File: src/rtl/uvma_mapu_b_proto_chkr.sv
// Protocol checker for the Matrix APU Block valid/ready stream. Each channel is
// checked for handshake stability, matrix framing and stall timeouts.
module uvma_mapu_b_proto_chkr #(
  parameter int NUM_CH        = 2,
  parameter int DATA_WIDTH    = 32,
  parameter int MATRIX_BEATS  = 9,
  parameter int TIMEOUT       = 256,
  parameter int ERR_CNT_WIDTH = 8,
  localparam int CH_W         = (NUM_CH > 1) ? $clog2(NUM_CH) : 1
) (
  input  logic                         clk,
  input  logic                         reset_n,
  input  logic                         enable,
  input  logic                         clr,
  input  logic [NUM_CH-1:0]            ch_vld,
  input  logic [NUM_CH-1:0]            ch_rdy,
  input  logic [NUM_CH-1:0]            ch_eom,
  input  logic [NUM_CH*DATA_WIDTH-1:0] ch_data,
  output logic [NUM_CH*4-1:0]          err_pulse,
  output logic [NUM_CH*4-1:0]          err_sticky,
  output logic                         err_any,
  output logic [ERR_CNT_WIDTH-1:0]     err_cnt,
  output logic                         first_vld,
  output logic [CH_W-1:0]              first_ch,
  output logic [1:0]                   first_code
);

  localparam int NUM_ERR = NUM_CH * 4;
  localparam int BEAT_W  = (MATRIX_BEATS > 1) ? $clog2(MATRIX_BEATS) : 1;
  localparam int STALL_W = $clog2(TIMEOUT + 1);
  localparam int POP_W   = $clog2(NUM_ERR + 1);
  localparam int SUM_W   = ((ERR_CNT_WIDTH > POP_W) ? ERR_CNT_WIDTH : POP_W) + 1;

  localparam logic [BEAT_W-1:0]  LAST_BEAT = BEAT_W'(MATRIX_BEATS - 1);
  localparam logic [STALL_W-1:0] STALL_MAX = STALL_W'(TIMEOUT);
  localparam logic [STALL_W-1:0] STALL_PRE = STALL_W'(TIMEOUT - 1);
  localparam logic [SUM_W-1:0]   CNT_MAX   = SUM_W'({ERR_CNT_WIDTH{1'b1}});

  localparam int E_STAB = 0;
  localparam int E_DROP = 1;
  localparam int E_EOM  = 2;
  localparam int E_TMO  = 3;

  typedef enum logic {
    ST_IDLE = 1'b0,
    ST_PEND = 1'b1
  } state_e;

  state_e                  r_state     [NUM_CH];
  state_e                  w_state_nxt [NUM_CH];
  logic [DATA_WIDTH-1:0]   r_cap_data  [NUM_CH];
  logic [NUM_CH-1:0]       r_cap_eom;
  logic [BEAT_W-1:0]       r_beat      [NUM_CH];
  logic [BEAT_W-1:0]       w_beat_nxt  [NUM_CH];
  logic [STALL_W-1:0]      r_stall     [NUM_CH];
  logic [STALL_W-1:0]      w_stall_nxt [NUM_CH];
  logic [NUM_CH-1:0]       r_tmo_hit;
  logic [NUM_CH-1:0]       w_tmo_hit_nxt;
  logic [NUM_CH-1:0]       w_cap_ld;
  logic [NUM_CH-1:0]       w_hs;
  logic [NUM_CH-1:0]       w_stall;
  logic [NUM_ERR-1:0]      w_viol;

  logic [NUM_ERR-1:0]      r_pulse;
  logic [NUM_ERR-1:0]      r_sticky;
  logic [ERR_CNT_WIDTH-1:0] r_cnt;
  logic                    r_first_vld;
  logic [CH_W-1:0]         r_first_ch;
  logic [1:0]              r_first_code;

  logic [POP_W-1:0]        w_pop;
  logic [ERR_CNT_WIDTH-1:0] w_cnt_base;
  logic [SUM_W-1:0]        w_sum;
  logic [ERR_CNT_WIDTH-1:0] w_cnt_nxt;
  logic [CH_W-1:0]         w_first_ch;
  logic [1:0]              w_first_code;

  assign w_hs    = ch_vld & ch_rdy;
  assign w_stall = ch_vld & ~ch_rdy;

  // NOTE: combinational processes use blocking assignments and give every
  // output a default first, so no path can leave a value unassigned (no latch).
  always_comb begin
    w_viol        = '0;
    w_cap_ld      = '0;
    w_tmo_hit_nxt = '0;
    for (int i = 0; i < NUM_CH; i++) begin
      w_state_nxt[i] = r_state[i];
      w_beat_nxt[i]  = r_beat[i];
      w_stall_nxt[i] = r_stall[i];
      if (!enable) begin
        // Beat position survives a disable so a matrix can resume mid-way.
        w_state_nxt[i] = ST_IDLE;
        w_stall_nxt[i] = '0;
      end else begin
        case (r_state[i])
          ST_IDLE: begin
            if (w_stall[i]) begin
              w_state_nxt[i] = ST_PEND;
              w_cap_ld[i]    = 1'b1;
            end
          end
          ST_PEND: begin
            if (!ch_vld[i]) begin
              w_viol[i*4 + E_DROP] = 1'b1;
              w_state_nxt[i]       = ST_IDLE;
            end else begin
              if ((ch_data[i*DATA_WIDTH +: DATA_WIDTH] != r_cap_data[i]) ||
                  (ch_eom[i] != r_cap_eom[i])) begin
                w_viol[i*4 + E_STAB] = 1'b1;
              end
              if (ch_rdy[i]) begin
                w_state_nxt[i] = ST_IDLE;
              end
            end
          end
          default: w_state_nxt[i] = ST_IDLE;
        endcase

        if (w_hs[i]) begin
          if (ch_eom[i] != (r_beat[i] == LAST_BEAT)) begin
            w_viol[i*4 + E_EOM] = 1'b1;
          end
          w_beat_nxt[i] = (ch_eom[i] || (r_beat[i] == LAST_BEAT)) ? '0
                                                                  : r_beat[i] + BEAT_W'(1);
        end

        // The hit flag marks the cycle the stall count has just reached TIMEOUT.
        if (w_stall[i]) begin
          if (r_stall[i] != STALL_MAX) begin
            w_stall_nxt[i]   = r_stall[i] + STALL_W'(1);
            w_tmo_hit_nxt[i] = (r_stall[i] == STALL_PRE);
          end
        end else begin
          w_stall_nxt[i] = '0;
        end
        w_viol[i*4 + E_TMO] = r_tmo_hit[i];
      end
    end
  end

  // NOTE: state is updated with non-blocking assignments so every register
  // samples the pre-edge values of the others.
  always_ff @(posedge clk or negedge reset_n) begin
    if (!reset_n) begin
      for (int i = 0; i < NUM_CH; i++) begin
        r_state[i] <= ST_IDLE;
      end
    end else begin
      for (int i = 0; i < NUM_CH; i++) begin
        r_state[i] <= w_state_nxt[i];
      end
    end
  end

  // NOTE: the capture registers are reset like everything else; the checker
  // must come out of reset with fully deterministic comparison state.
  always_ff @(posedge clk or negedge reset_n) begin
    if (!reset_n) begin
      r_cap_eom <= '0;
      r_tmo_hit <= '0;
      for (int i = 0; i < NUM_CH; i++) begin
        r_cap_data[i] <= '0;
        r_beat[i]     <= '0;
        r_stall[i]    <= '0;
      end
    end else begin
      r_tmo_hit <= w_tmo_hit_nxt;
      for (int i = 0; i < NUM_CH; i++) begin
        if (w_cap_ld[i]) begin
          r_cap_data[i] <= ch_data[i*DATA_WIDTH +: DATA_WIDTH];
          r_cap_eom[i]  <= ch_eom[i];
        end
        r_beat[i]  <= w_beat_nxt[i];
        r_stall[i] <= w_stall_nxt[i];
      end
    end
  end

  always_comb begin
    w_pop = '0;
    for (int k = 0; k < NUM_ERR; k++) begin
      w_pop = w_pop + POP_W'(w_viol[k]);
    end

    // Scan downward so the lowest channel, then lowest code, wins.
    w_first_ch   = '0;
    w_first_code = '0;
    for (int i = NUM_CH - 1; i >= 0; i--) begin
      for (int c = 3; c >= 0; c--) begin
        if (w_viol[i*4 + c]) begin
          w_first_ch   = CH_W'(i);
          w_first_code = 2'(c);
        end
      end
    end

    w_cnt_base = clr ? '0 : r_cnt;
    w_sum      = SUM_W'(w_cnt_base) + SUM_W'(w_pop);
    w_cnt_nxt  = (w_sum > CNT_MAX) ? {ERR_CNT_WIDTH{1'b1}} : w_sum[ERR_CNT_WIDTH-1:0];
  end

  // clr clears first; violations seen in the same cycle are then applied.
  always_ff @(posedge clk or negedge reset_n) begin
    if (!reset_n) begin
      r_pulse      <= '0;
      r_sticky     <= '0;
      r_cnt        <= '0;
      r_first_vld  <= 1'b0;
      r_first_ch   <= '0;
      r_first_code <= '0;
    end else begin
      r_pulse  <= w_viol;
      r_sticky <= (clr ? '0 : r_sticky) | w_viol;
      r_cnt    <= w_cnt_nxt;
      if (clr) begin
        r_first_vld  <= 1'b0;
        r_first_ch   <= '0;
        r_first_code <= '0;
      end
      if ((clr || !r_first_vld) && (|w_viol)) begin
        r_first_vld  <= 1'b1;
        r_first_ch   <= w_first_ch;
        r_first_code <= w_first_code;
      end
    end
  end

  assign err_pulse  = r_pulse;
  assign err_sticky = r_sticky;
  assign err_any    = |r_sticky;
  assign err_cnt    = r_cnt;
  assign first_vld  = r_first_vld;
  assign first_ch   = r_first_ch;
  assign first_code = r_first_code;

endmodule

File: config.mk
export PLATFORM = sky130hd
export DESIGN_NAME = uvma_mapu_b_proto_chkr
export DESIGN_NICKNAME = d
export VERILOG_FILES = /design/src/rtl/uvma_mapu_b_proto_chkr.sv
export SDC_FILE = /design/constraint.sdc
export NUM_CORES = 1
export LEC_CHECK = 0
export CAP_MARGIN = 5
export CORE_MARGIN = 1.5
export CORE_UTILIZATION = 50
export DETAILED_ROUTE_END_ITERATION = 12
export PLACE_DENSITY = 0.83
export SLEW_MARGIN = 20
export SYNTH_ARGS = -nofsm -noshare
export SYNTH_HDL_FRONTEND = slang
export SYNTH_SLANG_ARGS = --single-unit
export TNS_END_PERCENT = 30
File: constraint.sdc
create_clock -name clk -period 7.2 [get_ports clk]
set_input_delay 1.8 -clock clk [delete_from_list [all_inputs] [get_ports clk]]
set_output_delay 1.8 -clock clk [all_outputs]
set_load 0.1 [all_outputs]
==> flow_summary.toml <==
[outcome]
run_status = "complete, no violations"

[yosys]
yosys_register_bits = 124
synth_edf_count = 0
synth_top_flop_cell = "sky130_fd_sc_hd__dfrtp_1"
commonest_cells_post_synth = "sky130_fd_sc_hd__dfrtp_1 (124), sky130_fd_sc_hd__xor2_1 (69), sky130_fd_sc_hd__mux2_2 (61)"
mappedNetlistNets = 640
synth.yosys.warnings = 0
synth_top_area_cell = "sky130_fd_sc_hd__dfrtp_1"
yosys.area.top_type_share_pct = 50.0
post_synthesis_cell_area_sq_um = 6200
dominant_cell_by_count_in_the_synthesized_netlist = "sky130_fd_sc_hd__dfrtp_1"
synthTopCellsByArea = "sky130_fd_sc_hd__dfrtp_1 (50%), sky130_fd_sc_hd__mux2_2 (11%), sky130_fd_sc_hd__xor2_1 (9.7%), sky130_fd_sc_hd__ha_1 (3.8%), sky130_fd_sc_hd__nand2_1 (1.8%)"
postSynth.asyncResetShare_pct = 100
syn_avg_cell_area_sq_um = 11.4
synthesis.instances = 542
yosysSeqAreaShare_pct = 50.0
synth.lib_cells_used.distinct = 45

[cells_and_area]
final_nets = 752
post-route-cell-area_sq_um = 7990
finalNonFillerCells = 833
area_growth_pct = 28.8
seq_area_sq_um = 3100
fin_util_pct = 66.3
antennaDiodeCount = 0
final_layout_size_suffix_gt1_share_pct = 15.5
combined_area_of_the_multi_input_logic_cells_sq_um = 2940
n_fill_cell = 882

[clock_network]
cts_resizes = 0
cts_tree = "yes"
cts-root-to-sink-buffers = 2
worstSkewPairLatency_ns = 0.41
cts.htree.levels = 4
post_cts.repair.setup_buffers = 0
cts_inserted_buffers = 17
root_buffer = "sky130_fd_sc_hd__clkbuf_16"
cts.hold.buffers_added = 0
clkSlewWorstSetupHoldPaths_ns = 0.05
cts_num_sinks = 124

[critical_path]
crit-reg2reg-launch = "r_cap_data[34]"
worstPathMaxFanout = 6
worst_setup_path_start_kind = "input port"
critPathRequiredTime_ns = 7.53
worst_ep_arrival_time_ns = 6.78
critPathKind = "in2reg"
reg2reg_depth = 18
critical_path.max_stage_delay_ns = 0.53
worstPathCellList = "clkdlybuf4s50_1, xor2_1, nor4_1, nand3_1, nor3_1, or2_2, inv_1, fa_1, inv_1, fa_1, fa_1, fa_1, fa_1, nor2b_1, o21ai_0, nand2b_1, and2_1, nand2_1, o21ai_0"
crit-reg2reg-capture = "err_cnt[5]"
slowest_cp_cell = "sky130_fd_sc_hd__fa_1"
cp_common_cell = "sky130_fd_sc_hd__fa_1"
reg2reg_setup_slack_ns = 2.21
critical_path.endpoint_type = "flop"

[timing]
totalNegativeSetupSlack_ns = 0
worst_slack_ns = 0.749
timing_worst_slew_pin_value_ns = 0.983
grt_setup_unrepaired = "no"
min_period_over_period_pct = 89.6
final_max_slew_viol_count = 0
timing.fmax_mhz = 155
report.final.setup_viol = 0
normalized_max_slew_margin_pct = 34.3
post-route-min-period_ns = 6.45
final-hold-violation-count = 0
skew_ns = 0.00680

[place]
preCtsSetupSlack_ns = 0.343
numPlacedInstances = 803
hpwl_mm = 9.03
io_buffer_count = 102
placed_area_sq_um = 7410
routabilityCongestion = 0.856

[detailed_routing]
drtIter0Drc = 221
post_drt_wl_per_cell_um = 15.3
drt_pre_antenna_iters = 4
route.detailed.drc = 0
route.final.wire_length_mm = 12.7
remaining_antenna_violation_count = 0
detailroute.via_count = 4393
detail_route.vias_per_cell = 5.27

[worst_hold_path]
whs_path_depth = 1
min_delay_worst_endpoint = "r_beat[7]"
class_of_the_most_critical_hold_timing_path = "reg2reg"
worstHoldStart = "r_beat[7]"

[grt]
vias_in_the_first_global_route = 4808
grt_pass1_wl_mm = 22.1
grt_use_total_pct = 21.7
grt_start_max_net_pins = 73
globalRouteOverflowTotal = 0
antenna_found_initial = 0

[run]
timing.max_cap.violations = 0

[floorplan]
fp-row-count = 40
boundaryPins = 103
initial_utilization_pct = 51.4
floorplan.die_area_sq_um = 13100
core-area_sq_um = 12100
die_height_um = 114
die_x_um = 114

[pwr]
static-leakage-power_nw = 3.56
power-per-cell-area_nw_per_um2 = 253
vdd_ir_drop_max_mv = 0.160
## metrics by stage
step           total power, W  hold WS, ns
2_1_floorplan         0.00108        0.446
4_1_cts               0.00205        0.498
6_report              0.00203        0.496
3_5_place_dp          0.00120        0.491
3_3_place_gp          0.00118        0.472
5_1_grt               0.00212        0.522
## cells by family (layout without fill, tap and decap cells)
group | count (synthesis) | after routing | share of synthesized area, %
AO/OA/AOI/OAI | 57 | 57 | 5.59
AND/OR/NAND/NOR | 149 | 149 | 12.8
adder cells (fa/ha/maj) | 24 | 24 | 5.45
multiplexers | 70 | 70 | 12.7
buffers and inverters | 41 | 164 | 2.62
XOR/XNOR | 77 | 77 | 10.9
flip-flops | 124 | 124 | 50.0
## worst max path at each step
stage	slack [ns]	end	from
6_report	0.75	err_cnt[5]	ch_eom[0]
5_1_grt	0.42	err_cnt[2]	ch_eom[0]
4_1_cts	0.75	err_cnt[5]	ch_eom[0]
3_5_place_dp	0.34	err_cnt[5]	ch_eom[0]
3_3_place_gp	0.46	err_cnt[6]	ch_eom[0]
2_1_floorplan	1.37	err_cnt[6]	ch_data[19]
## layout make-up
cell class / count / share of cell area, %
Multi-Input combinational cell: 377 / 36.8
Inverter: 29 / 1.36
Clock inverter: 6 / 1.06
Tap cell: 168 / 2.63
Clock buffer: 24 / 6.28
Timing Repair Buffer: 105 / 13.0
Sequential cell: 124 / 38.8
## worst max-delay path: cells and delay by family
family | cells | cell delay, ns
and+or+nand+nor | 8 | 1.72
AOI/OAI and AO/OA | 2 | 0.20
adders and majority gates | 5 | 2.29
buffers and inverters | 3 | 0.59
xor gates and xnor gates | 1 | 0.17
## flip-flops by register name, summed over array words and instances, names as in the netlist
| signal | flops |
|---|---|
| r_stall | 18 |
| err_sticky | 8 |
| r_cap_eom | 2 |
| r_state | 2 |
| err_cnt | 8 |
| r_beat | 8 |
| r_cap_data | 64 |
| r_tmo_hit | 2 |
| first_code | 2 |
| first_vld | 1 |
| err_pulse | 8 |
| first_ch | 1 |
## layout by cell type, fill, tap and decap left out, types with 5 or more instances in the layout
cell type,count
sky130_fd_sc_hd__dfrtp_1,124
sky130_fd_sc_hd__fa_1,5
sky130_fd_sc_hd__nor2_1,23
sky130_fd_sc_hd__clkdlybuf4s50_1,101
sky130_fd_sc_hd__nand4_1,8
sky130_fd_sc_hd__xor2_1,69
sky130_fd_sc_hd__nand3_1,20
sky130_fd_sc_hd__nand2_1,30
sky130_fd_sc_hd__and3_1,8
sky130_fd_sc_hd__and2_1,5
sky130_fd_sc_hd__nor4_1,18
sky130_fd_sc_hd__inv_1,28
sky130_fd_sc_hd__a21o_1,10
sky130_fd_sc_hd__o21ai_0,21
sky130_fd_sc_hd__mux2_2,61
sky130_fd_sc_hd__nor2b_1,11
sky130_fd_sc_hd__ha_1,19
sky130_fd_sc_hd__xnor2_1,8
sky130_fd_sc_hd__a21oi_1,11
sky130_fd_sc_hd__clkbuf_8,5
sky130_fd_sc_hd__clkbuf_16,17
sky130_fd_sc_hd__mux2_1,7
## metal layers
| layer | wire [um] | global-route usage (%) | vias to the layer above |
|---|---|---|---|
| li1 | - | - | 2106 |
| met1 | 5200 | 24.4 | 2178 |
| met2 | 6780 | 38.7 | 84 |
| met3 | 395 | 5.24 | 25 |
| met4 | 328 | 10.2 | 0 |
| met5 | 0 | 0 | - |
## power breakdown
group          switching [W]  internal, W
registers          0.0000648     0.000789
logic               0.000170     0.000170
clock network       0.000283     0.000550
total               0.000518      0.00151
Note: power is estimated with default switching activity, not from simulation.
==> variant: new RTL, same flow settings <==
The parameter `ERR_CNT_WIDTH` goes from 8 to 7.
--- a/src/rtl/uvma_mapu_b_proto_chkr.sv
+++ b/src/rtl/uvma_mapu_b_proto_chkr.sv
@@ -6,5 +6,5 @@
   parameter int MATRIX_BEATS  = 9,
   parameter int TIMEOUT       = 256,
-  parameter int ERR_CNT_WIDTH = 8,
+  parameter int ERR_CNT_WIDTH = 7,
   localparam int CH_W         = (NUM_CH > 1) ? $clog2(NUM_CH) : 1
 ) (
Ports: changed (resized err_cnt); port bits go from 103 to 102. No check against the original RTL was run, so the function may have changed too.
==> variant against the unedited design <==
Total power is essentially flat. Wire length shrank 4.1%. Non-clock buffer count is the same. Via count shrank 2.1%. Sequential power shrank 0.6%. Area after synthesis shrank 0.91%. Maximum frequency grew 6.4%. Sequential cell count shrank 1. Setup slack gained 0.39 ns. Design area shrank 1.4%. Critical path type unchanged. Largest power group unchanged.
==> variant: results (changes against the unedited design) <==
{
  "worst_setup_path": {
    "slowest_delay": {"value": 0.58, "unit": "ns", "change": "+0.05 ns"}
  },
  "finish": {
    "drive_gt1_share": {"value": 17.33, "unit": "%", "change": "+1.8 points"},
    "design.final.nets": {"value": 743, "change": "-1.2%"}
  },
  "yosys": {
    "synth-xor-area-share": {"value": 11.11, "unit": "%", "change": "+0.24 points"},
    "synth_common_cells": "dfrtp_1 (123), mux2_2 (68), xor2_1 (53)",
    "synth_fp_nets": {"value": 633, "change": "-1.1%"},
    "part_of_the_yosys_area_used_for_sequential_elements": {"value": 50.07, "unit": "%", "change": "+0.051 points"},
    "synthCells": {"value": 535, "change": "-1.3%"},
    "compound_cell_area_share_of_the_yosys_netlist": {"value": 5.842, "unit": "%", "change": "+0.25 points"}
  },
  "detailed_routing": {
    "drt-met1-wl": {"value": 5170, "unit": "µm", "change": "-0.62%"},
    "dr_wl_met3": {"value": 622, "unit": "µm", "change": "+57%"},
    "amount_of_wire_on_met2_after_detailed_routing": {"value": 6175, "unit": "µm", "change": "-8.9%"},
    "route.final.wire_length": {"value": 12190, "unit": "µm", "change": "-4.1%"},
    "drtIter0Drc": {"value": 270, "change": "+22%"}
  },
  "placement": {
    "gpl.final_weighted_congestion": {"value": 0.8368, "change": "-2.2%"},
    "placed_area": {"value": 0.007298, "unit": "mm²", "change": "-1.5%"}
  },
  "timing": {
    "worst_clock_skew": {"value": 0.009784, "unit": "ns", "change": "+0.002988 ns"},
    "maxSlewHeadroom": {"value": 33.82, "unit": "%", "change": "-0.47 points"}
  },
  "pwr": {
    "comb_cell_power": {"value": 341, "unit": "µW", "change": "about the same"},
    "powerSeq": {"value": 848, "unit": "µW", "change": "-0.6%"},
    "power.ir.vdd_worst": {"value": 0.1894, "unit": "mV", "change": "+18%"},
    "total_switching_power": {"value": 549.8, "unit": "µW", "change": "+6.1%"}
  },
  "global_route": {
    "grt_max_degree": {"value": 70, "change": "-4.1%"},
    "grt_util_all_layers": {"value": 20.52, "unit": "%", "change": "-1.2 points"},
    "use_met2": {"value": 34.18, "unit": "%", "change": "-4.5 points"},
    "grt_first_pass_wirelength": {"value": 20800, "unit": "µm", "change": "-6.0%"},
    "grt_pass1_vias": {"value": 4559, "change": "-5.2%"}
  },
  "run_status": {
    "run_status": "finished clean"
  }
}
[variant: changes by cell type after synthesis, moves of 3 or more]
cell and change:
and2_1 -4, mux2_1 -7, mux2_2 +7, nand2_1 +3
nand3_1 -3, nand4_1 +4, nor2b_1 -3, xnor2_1 +17
xor2_1 -16
[variant: layout make-up]
cell class / count / share of cell area, %
Clock buffer: 18 / 5.571
Clock inverter: 14 / 1.841
Inverter: 29 / 1.381
Multi-Input combinational cell: 369 / 36.65
Sequential cell: 123 / 39.05
Tap cell: 147 / 2.333
Timing Repair Buffer: 105 / 13.17
[variant: path summary, 6_finish.rpt]
path | from | endpoint | slack [ns] | cells past startpoint
max in group asynchronous | reset_n | r_stall[1] | 4.48 | 2
worst min-delay path | r_beat[3] | r_beat[3] | 0.50 | 1
worst max register to register | r_cap_data[36] | err_cnt[5] | 2.55 | 17
min in group asynchronous | reset_n | r_cap_data[2] | 1.43 | 1
worst min register to register | r_beat[3] | r_beat[3] | 0.50 | 1
worst max-delay path | ch_data[4] | err_cnt[5] | 1.13 | 18
